File: src/rtl/mem_load_unit_pkg.sv
// Shared definitions for the RV32I load unit: funct3 codes, FSM states, size codes.
// Latency: n/a (types, constants and pure helper functions only).
// Backpressure: n/a.
// Size codes are shared with the store path's write_length (0 byte, 1 half, 2 word).
package mem_load_unit_pkg;

  localparam logic [2:0] LOAD_LB  = 3'b000;
  localparam logic [2:0] LOAD_LH  = 3'b001;
  localparam logic [2:0] LOAD_LW  = 3'b010;
  localparam logic [2:0] LOAD_LBU = 3'b100;
  localparam logic [2:0] LOAD_LHU = 3'b101;

  typedef enum logic [1:0] {
    S_IDLE    = 2'd0,
    S_READ_LO = 2'd1,
    S_READ_HI = 2'd2,
    S_RESP    = 2'd3
  } state_t;

  typedef enum logic [1:0] {
    SZ_BYTE = 2'd0,
    SZ_HALF = 2'd1,
    SZ_WORD = 2'd2
  } size_t;

  function automatic logic load_legal(input logic [2:0] f3);
    logic ok;
    case (f3)
      LOAD_LB, LOAD_LH, LOAD_LW, LOAD_LBU, LOAD_LHU: ok = 1'b1;
      default:                                       ok = 1'b0;
    endcase
    return ok;
  endfunction

  function automatic size_t load_size(input logic [2:0] f3);
    size_t sz;
    case (f3)
      LOAD_LB, LOAD_LBU: sz = SZ_BYTE;
      LOAD_LH, LOAD_LHU: sz = SZ_HALF;
      default:           sz = SZ_WORD;
    endcase
    return sz;
  endfunction

endpackage

File: src/rtl/mem_load_unit_load_extract.sv
// Selects a byte/half/word from a {hi,lo} little-endian word pair and extends it.
// Latency: purely combinational.
// Backpressure: none.
// Ports: lo_word_i/hi_word_i  words read at the lower/higher address,
//        offset_i             byte offset of the load in lo_word_i,
//        funct3_i             RV32I load funct3, data_o extended result.
module load_extract (
  input  logic [31:0] lo_word_i,
  input  logic [31:0] hi_word_i,
  input  logic [1:0]  offset_i,
  input  logic [2:0]  funct3_i,
  output logic [31:0] data_o
);
  import mem_load_unit_pkg::*;

  logic [63:0] dword;
  logic [31:0] win;

  assign dword = {hi_word_i, lo_word_i};
  // Little-endian: byte at offset N ends up in bits [7:0] after a shift by 8*N.
  assign win   = 32'(dword >> {offset_i, 3'b000});

  always_comb begin
    data_o = win;
    case (funct3_i)
      LOAD_LB:  data_o = {{24{win[7]}},  win[7:0]};
      LOAD_LBU: data_o = {24'h0,         win[7:0]};
      LOAD_LH:  data_o = {{16{win[15]}}, win[15:0]};
      LOAD_LHU: data_o = {16'h0,         win[15:0]};
      default:  data_o = win;
    endcase
  end

endmodule

File: src/rtl/mem_load_unit.sv
// RV32I load unit: word-aligned reads from little-endian data memory, then extract/extend.
// Latency: accept->resp_valid 2 edges (in-word), 3 (split, MISALIGNED_SPLIT_EN), 1 (fault).
// Backpressure: response held stable while resp_ready=0; req_ready high only in IDLE.
// Config macro: MISALIGNED_SPLIT_EN - when defined, word-crossing LH/LW use a second read
//   (READ_HI); when undefined, any non-naturally-aligned LH/LW returns resp_fault.
// Ports: clk/rst (async active-high); req_valid/req_ready/req_addr/req_funct3 request;
//   mem_address/mem_read_data memory read port; resp_valid/resp_ready/resp_data/resp_fault.
module mem_load_unit #(
  parameter int ADDR_WIDTH       = 32,
  parameter bit FAULT_ON_ILLEGAL = 1'b1
) (
  input  logic                  clk,
  input  logic                  rst,
  input  logic                  req_valid,
  output logic                  req_ready,
  input  logic [ADDR_WIDTH-1:0] req_addr,
  input  logic [2:0]            req_funct3,
  output logic [ADDR_WIDTH-1:0] mem_address,
  input  logic [31:0]           mem_read_data,
  output logic                  resp_valid,
  input  logic                  resp_ready,
  output logic [31:0]           resp_data,
  output logic                  resp_fault
);
  import mem_load_unit_pkg::*;

  state_t                state_q, state_d;
  logic [1:0]            off_q, off_d;
  logic [2:0]            f3_q, f3_d;
  logic [ADDR_WIDTH-1:0] addr_q, addr_d;
  logic [31:0]           data_q, data_d;
  logic                  fault_q, fault_d;

  logic [2:0]  f3_eff;
  size_t       req_size;
  logic        req_bad;
  logic [31:0] ext_lo, ext_hi, ext_data;

  // With FAULT_ON_ILLEGAL=0 an unsupported funct3 is simply served as LW.
  assign f3_eff   = load_legal(req_funct3) ? req_funct3 : LOAD_LW;
  assign req_size = load_size(f3_eff);

  // Requests answered immediately with a fault, without touching memory.
  always_comb begin
    req_bad = 1'b0;
    if (FAULT_ON_ILLEGAL && !load_legal(req_funct3)) req_bad = 1'b1;
`ifndef MISALIGNED_SPLIT_EN
    if (req_size == SZ_HALF && req_addr[0])          req_bad = 1'b1;
    if (req_size == SZ_WORD && req_addr[1:0] != 2'b00) req_bad = 1'b1;
`endif
  end

`ifdef MISALIGNED_SPLIT_EN
  logic [31:0] lo_q, lo_d;
  size_t       cur_size;
  logic        need_hi;

  assign cur_size = load_size(f3_q);
  // Only accesses that run past byte 3 of the low word need the second read.
  assign need_hi  = (cur_size == SZ_HALF && off_q == 2'd3) ||
                    (cur_size == SZ_WORD && off_q != 2'd0);
  // In READ_LO the low word is still live on the bus; in READ_HI it was captured.
  assign ext_lo   = (state_q == S_READ_HI) ? lo_q : mem_read_data;
  assign ext_hi   = (state_q == S_READ_HI) ? mem_read_data : 32'h0;
`else
  assign ext_lo   = mem_read_data;
  assign ext_hi   = 32'h0;
`endif

  load_extract u_extract (
    .lo_word_i (ext_lo),
    .hi_word_i (ext_hi),
    .offset_i  (off_q),
    .funct3_i  (f3_q),
    .data_o    (ext_data)
  );

  always_comb begin
    state_d = state_q;
    off_d   = off_q;
    f3_d    = f3_q;
    addr_d  = addr_q;
    data_d  = data_q;
    fault_d = fault_q;
`ifdef MISALIGNED_SPLIT_EN
    lo_d    = lo_q;
`endif
    case (state_q)
      S_IDLE: begin
        if (req_valid) begin
          off_d = req_addr[1:0];
          f3_d  = f3_eff;
          if (req_bad) begin
            state_d = S_RESP;
            data_d  = 32'h0;
            fault_d = 1'b1;
          end else begin
            state_d = S_READ_LO;
            addr_d  = {req_addr[ADDR_WIDTH-1:2], 2'b00};
          end
        end
      end
      S_READ_LO: begin
`ifdef MISALIGNED_SPLIT_EN
        if (need_hi) begin
          state_d = S_READ_HI;
          lo_d    = mem_read_data;
          addr_d  = addr_q + ADDR_WIDTH'(4);  // wraps modulo 2^ADDR_WIDTH
        end else begin
          state_d = S_RESP;
          data_d  = ext_data;
          fault_d = 1'b0;
        end
`else
        state_d = S_RESP;
        data_d  = ext_data;
        fault_d = 1'b0;
`endif
      end
`ifdef MISALIGNED_SPLIT_EN
      S_READ_HI: begin
        state_d = S_RESP;
        data_d  = ext_data;
        fault_d = 1'b0;
      end
`endif
      S_RESP: begin
        if (resp_ready) state_d = S_IDLE;
      end
      default: state_d = S_IDLE;
    endcase
  end

  always_ff @(posedge clk or posedge rst) begin
    if (rst) begin
      state_q <= S_IDLE;
      off_q   <= 2'b00;
      f3_q    <= 3'b000;
      addr_q  <= '0;
      data_q  <= 32'h0;
      fault_q <= 1'b0;
`ifdef MISALIGNED_SPLIT_EN
      lo_q    <= 32'h0;
`endif
    end else begin
      state_q <= state_d;
      off_q   <= off_d;
      f3_q    <= f3_d;
      addr_q  <= addr_d;
      data_q  <= data_d;
      fault_q <= fault_d;
`ifdef MISALIGNED_SPLIT_EN
      lo_q    <= lo_d;
`endif
    end
  end

  assign req_ready   = (state_q == S_IDLE);
  assign resp_valid  = (state_q == S_RESP);
  assign resp_data   = data_q;
  assign resp_fault  = fault_q;
  assign mem_address = addr_q;

endmodule

File: config.mk
export PLATFORM = sky130hd
export DESIGN_NAME = mem_load_unit
export DESIGN_NICKNAME = d
export VERILOG_FILES = /design/src/rtl/mem_load_unit_pkg.sv /design/src/rtl/mem_load_unit_load_extract.sv /design/src/rtl/mem_load_unit.sv
export SDC_FILE = /design/constraint.sdc
export NUM_CORES = 1
export LEC_CHECK = 0
export CAP_MARGIN = 20
export CORE_MARGIN = 2
export CORE_UTILIZATION = 46
export CTS_CLUSTER_DIAMETER = 100
export DETAILED_ROUTE_END_ITERATION = 7
export GPL_ROUTABILITY_DRIVEN = 1
export PLACE_DENSITY_LB_ADDON = 0.15
export SETUP_SLACK_MARGIN = 0.2
export SYNTH_ARGS = -nofsm -noshare
export SYNTH_HDL_FRONTEND = slang
export SYNTH_SLANG_ARGS = --single-unit
File: constraint.sdc
create_clock -name clk -period 7.4 [get_ports clk]
set_clock_uncertainty 0.1 [all_clocks]
set_input_delay 1.48 -clock clk [delete_from_list [all_inputs] [get_ports clk]]
set_output_delay 1.48 -clock clk [all_outputs]
set_load 0.01 [all_outputs]
==> impl_metrics.yaml, run 1 <==
cells_and_area:
  antenna_cells: 0
  final_nets: 456
  fin_area_um2: 4820
  drive_above_1_share_pct: 17.9
  layout-area-overhead-vs-synth_pct: 48.5
  final_cell_mix: "clkdlybuf4s50_1, dfrtp_1, mux2_2"
  final_common_cell: "clkdlybuf4s50_1"
  fillers: 487
  fin_cells: 486
worst_setup_path:
  critPathMaxStageDelay_ns: 0.53
  path_max_fanout: 7
  required_ns: 5.82
  worstSetupStartpointType: "flip-flop"
  crit_type: "flip-flop to output pin"
  critPathArrivalTime_ns: 1.47
  timing.critical_path.max_delay_family: "buffers and inverters"
  path_depth: 2
  cp_num_buf_inv: 1
  crit_path_cell_trace: "and2_1 -> clkdlybuf4s50_1"
  worst_setup_path_end_kind: "output pin"
  reg2reg_depth: 4
  slowest_stage: "clkdlybuf4s50_1"
routing:
  drt_iter0_drc: 85
  drt_wl_total_um: 8040
  via_per_inst: 5.22
  first_pass_iters: 4
  postRouteAntennaNets: 0
  vias: 2537
  wl_per_cell_um: 16.5
  drc: 0
sta:
  slew_headroom_pct: 30.1
  fin_setup_tns_ns: 0
  drv_slew: 0
  finalCriticalPeriod_ns: 3.05
  worst_pin_slew_ns: 1.05
  finalSetupViolations: 0
  finalCritPeriodShare_pct: 41.3
  fmax_mhz: 328
  holdWs_ns: 0.388
  grt_setup_unrepaired: "no"
  finalHoldViolations: 0
min_path:
  min-delay-path-class: "flip-flop to flip-flop"
  min_path_cells: 1
placed_design:
  hpwl_um: 5710
  dpl_cell_area_um2: 4630
  io_buffer_count: 135
  gp_congestion: 0.776
  placed_cells: 470
logic_synthesis:
  synth.distinct_cells: 33
  ys_ff_latch: 70
  syn_area_per_cell_um2: 12.7
  yosysSeqAreaShare_pct: 54.0
  netlist_area_um2: 3250
  netlist_instances: 255
  yosysWarnings: 0
  synth-edff-count: 0
  async_flop_share_pct: 100
  yosys_most_used_dff: "dfrtp_1"
global_route:
  grtUsageTotal_pct: 21.3
  grt_overflow: 0
  grt_max_degree: 71
  gr-usage-met3_pct: 9.33
  grtUsageMet2_pct: 32.1
  first_global_vias: 2578
  grt_antenna_before_repair: 0
  met1_usage_pct: 27.1
  grt_pass1_wl_um: 12600
  busiest_layer: "met2"
cts:
  hold_buffers: 0
  cts_tree: "yes"
  cts_resized: 0
  clkTransAtPathRegs_ns: 0.08
  cts_root_buffer: "clkbuf_8"
  cts-htree-levels: 3
  cts_buffer_depth: 2
  clkSinkCount: 70
  cts_buffers: 9
  insertion_delay_ns: 0.34
  cts_setup_buffers: 0
run_status:
  status: "complete, no violations"
floorplanning:
  row_count: 30
  die_w_um: 88
  die_area_um2: 7740
  pin_count: 138
  initial_core_util_pct: 47.8
  coreArea_um2: 6790
  die_y_um: 88
power:
  p_leak_uw: 0.00202
  totalPowerFinal_uw: 1940
  power.density_nw_per_um2: 404
  vdd_drop_max_v: 0.000223
run:
  maxCapViolations: 0
[state kept, by name, indices dropped and copies added (netlist names)]
signal,cells
state_q,2
mem_address,30
resp_data,32
resp_fault,1
f3_q,3
off_q,2
[synthesized netlist by cell type (2+ instances only)]
library cell	n	area, um^2
buf_2	10	50.1
nand2_1	12	45.0
nand3b_1	10	75.1
o21ai_0	17	85.1
a221o_1	16	160
mux2_2	40	450
a22o_1	8	70.1
mux2i_1	16	160
inv_1	3	11.3
clkbuf_1	3	11.3
a21oi_1	10	50.1
dfrtp_1	70	1750
nor2_1	6	22.5
nor2b_1	2	12.5
o2bb2ai_1	8	70.1
buf_4	4	30.0
nor3_1	2	10.0
buf_6	3	33.8
[routing by layer]
metal / wire (um) / vias to the layer above / part of all wire (%)
met2: 3560 / 114 / 44
met4: 166 / 0 / 2.1
met3: 873 / 15 / 11
met1: 3440 / 1205 / 43
li1: - / 1203 / -
met5: 0 / - / 0
[metrics by stage]
stage | setup WS, ns | utilization [%]
2_1_floorplan | 4.05 | -
3_3_place_gp | 4.07 | 68.1
3_5_place_dp | 3.99 | 68.1
4_1_cts | 4.33 | 70.9
5_1_grt | 4.25 | 70.9
6_report | 4.35 | 70.9
[logic make-up (layout without fill, tap and decap cells)]
group	after synthesis	after routing	synth area share (%)
buffers and inverters	24	158	4.32
other	1	2	0.116
flip-flops	70	70	54.0
AO/OA/AOI/OAI	62	62	14.2
AND/OR/NAND/NOR	40	40	7.44
multiplexers	58	58	20.0
[worst reg2reg max path: stages (launching register included)]
cell and delay, ns:
dfrtp_1 1.03, mux4_2 0.66, nor3b_2 0.23, a21oi_1 0.15
o2bb2ai_1 0.09
[power by group]
| part | switching (uW) | internal [uW] |
|---|---|---|
| Sequential | 125 | 554 |
| Combinational | 407 | 559 |
| Clock | 146 | 154 |
| Total | 678 | 1270 |
[area by class of cell]
class                   count  area, um^2  area share, %
multi-input cells         162        1360           28.3
clock inverters             6        62.6           1.30
inverters                   3        11.3          0.234
clock buffers              10         128           2.65
repair buffers            139        1380           28.7
well taps                  96         120           2.49
flip-flops and latches     70        1750           36.4
[worst paths after layout]
| kind | start | end | slack (ns) |
|---|---|---|---|
| setup reg to reg | off_q[1] | resp_data[15] | 5.01 |
| hold reg to reg | resp_data[8] | resp_data[8] | 0.39 |
| max in group asynchronous | rst | resp_data[30] | 5.02 |
| min in group asynchronous | rst | resp_data[4] | 1.62 |
| setup / recovery | state_q[0] | resp_valid | 4.35 |
| hold / removal | resp_data[8] | resp_data[8] | 0.39 |
Note: power is estimated with default switching activity, not from simulation.
==> run 2: changes to the inputs <==
Settings changed: CORE_UTILIZATION 46 to 38.
Clock period 7.4 ns to 2.8 ns, I/O delays scaled along.
==> run 2 against run 1 <==
Clock power rose to 3.1 times the previous value. Via count grew 1.9%. Worst hold slack gained 0.00058 ns. Critical endpoint unchanged.
==> impl_metrics.yaml, run 2 (synthesis results as in run 1) <==
routing:
  via_per_inst: 5.19
  vias: 2586
  wl_per_cell_um: 16.6
  first_pass_iters: 4
  routed-wl-met2_um: 3840
  drt_iter0_drc: 73
  postRouteAntennaNets: 0
  drt_wl_total_um: 8280
  route.met3.wl_um: 819
  top_layer_used: "met4"
  drc: 0
  wl_met1_um: 3510
sta:
  finalCritPeriodShare_pct: 77.4
  finalSetupViolations: 0
  drv_slew: 0
  grt_setup_unrepaired: "no"
  finalCriticalPeriod_ns: 2.17
  fin_setup_tns_ns: 0
  finalHoldViolations: 0
  slew_headroom_pct: 59.6
  holdWs_ns: 0.389
  postLayoutSetupSlackWorst_ns: 0.633
  worst_pin_slew_ns: 0.605
  fmax_mhz: 461
power:
  p_switching_uw: 1820
  power.density_nw_per_um2: 1090
  vdd_drop_max_v: 0.000459
  p_comb_share_pct: 49.4
  p_seq_share_pct: 33.0
  p_leak_uw: 0.00208
  intPower_uw: 3520
  pwr-share-clk_pct: 17.6
  swShare_pct: 34.1
cts:
  hold_buffers: 0
  clkSinkCount: 70
  clkTransAtPathRegs_ns: 0.09
  cts-htree-levels: 3
  cts_tree: "yes"
  cts_buffers: 9
  cts_buffer_depth: 2
  cts_setup_buffers: 0
  cts_root_buffer: "clkbuf_8"
  cts_resized: 0
  insertion_delay_ns: 0.35
worst_setup_path:
  worstSetupStartpointType: "flip-flop"
  crit_type: "flip-flop to output pin"
  critPathArrivalTime_ns: 1.51
  required_ns: 2.14
  worst_setup_path_end_kind: "output pin"
  path_max_fanout: 7
global_route:
  grt_max_degree: 44
  grt_antenna_before_repair: 0
  grtUsageTotal_pct: 18.2
  grt_overflow: 0
  grt_pass1_wl_um: 12900
  first_global_vias: 2659
floorplanning:
  row_count: 33
  initial_core_util_pct: 39.3
  coreArea_um2: 8260
  die_w_um: 96.4
  die_area_um2: 9300
  die_y_um: 96.4
  pin_count: 138
cells_and_area:
  final_nets: 459
  regArea_um2: 1750
  antenna_cells: 0
  multi_input_area_um2: 1360
  layout-area-overhead-vs-synth_pct: 51.5
  fillers: 717
  drive_above_1_share_pct: 18.8
  final_cell_mix: "clkdlybuf4s50_1, dfrtp_1, mux2_2"
  largest_reg_flops: 32
  final_common_cell: "clkdlybuf4s50_1"
placed_design:
  hpwl_um: 6070
  dp_slack_ns: 0.381
  gp_congestion: 0.781
  io_buffer_count: 135
run:
  maxCapViolations: 0
run_status:
  status: "complete, no violations"
min_path:
  min-delay-path-class: "flip-flop to flip-flop"
## run 2: cell types whose count changed in the layout (fill, tap and decap cells not counted), sizes merged
cell | previous run | this run
buf | 4 | 7
bufinv | 1 | 2
clkinvlp | 3 | 0
inv | 3 | 5
## run 2: cell type report
| class | count | share of cell area [%] |
|---|---|---|
| Sequential cell | 70 | 35.6 |
| Inverter | 3 | 0.229 |
| Clock inverter | 6 | 1.86 |
| Timing Repair Buffer | 142 | 29.1 |
| Multi-Input combinational cell | 162 | 27.7 |
| Clock buffer | 10 | 2.80 |
| Tap cell | 105 | 2.67 |
## run 2: worst paths after layout
| check | from | depth (start not counted) | slack [ns] | to |
|---|---|---|---|---|
| max | state_q[0] | 2 | 0.63 | resp_valid |
| min | resp_data[14] | 1 | 0.39 | resp_data[14] |
| max reg2reg | state_q[1] | 5 | 0.66 | resp_data[29] |
| min reg2reg | resp_data[14] | 1 | 0.39 | resp_data[14] |
| max in group asynchronous | rst | 3 | 1.43 | resp_data[15] |
| min in group asynchronous | rst | 2 | 0.51 | mem_address[13] |
## run 2: per-stage QoR
step / total power [uW] / instance area, um^2 / utilization, % / instances
finish: 5340 / 4920 / 59.5 / 498
detailed placement: 4430 / 4690 / 56.8 / 482
CTS: 5400 / 4920 / 59.5 / 498
floorplan: 3230 / 3250 / - / 256
global route: 5700 / 4920 / 59.5 / 498
global placement: 4380 / 4690 / 56.8 / 482
## run 2: routing by layer
metal	GRT usage, %	vias to the layer above
li1	-	1209
met1	23.7	1262
met2	28.5	106
met3	5.82	9
met4	6.34	0
met5	0	-
## run 2: critical path: stages (launching register included)
cell and delay [ns]:
dfrtp_1 0.47, and2_1 0.16, clkdlybuf4s50_1 0.53
## run 2: power groups by stage
stage | clock network [uW] | logic (uW) | registers [uW]
detailed placement | 0 | 2650 | 1780
floorplan | 0 | 1340 | 1890
CTS | 962 | 2670 | 1770
global placement | 0 | 2630 | 1760
finish | 939 | 2640 | 1760
global route | 1010 | 2870 | 1820
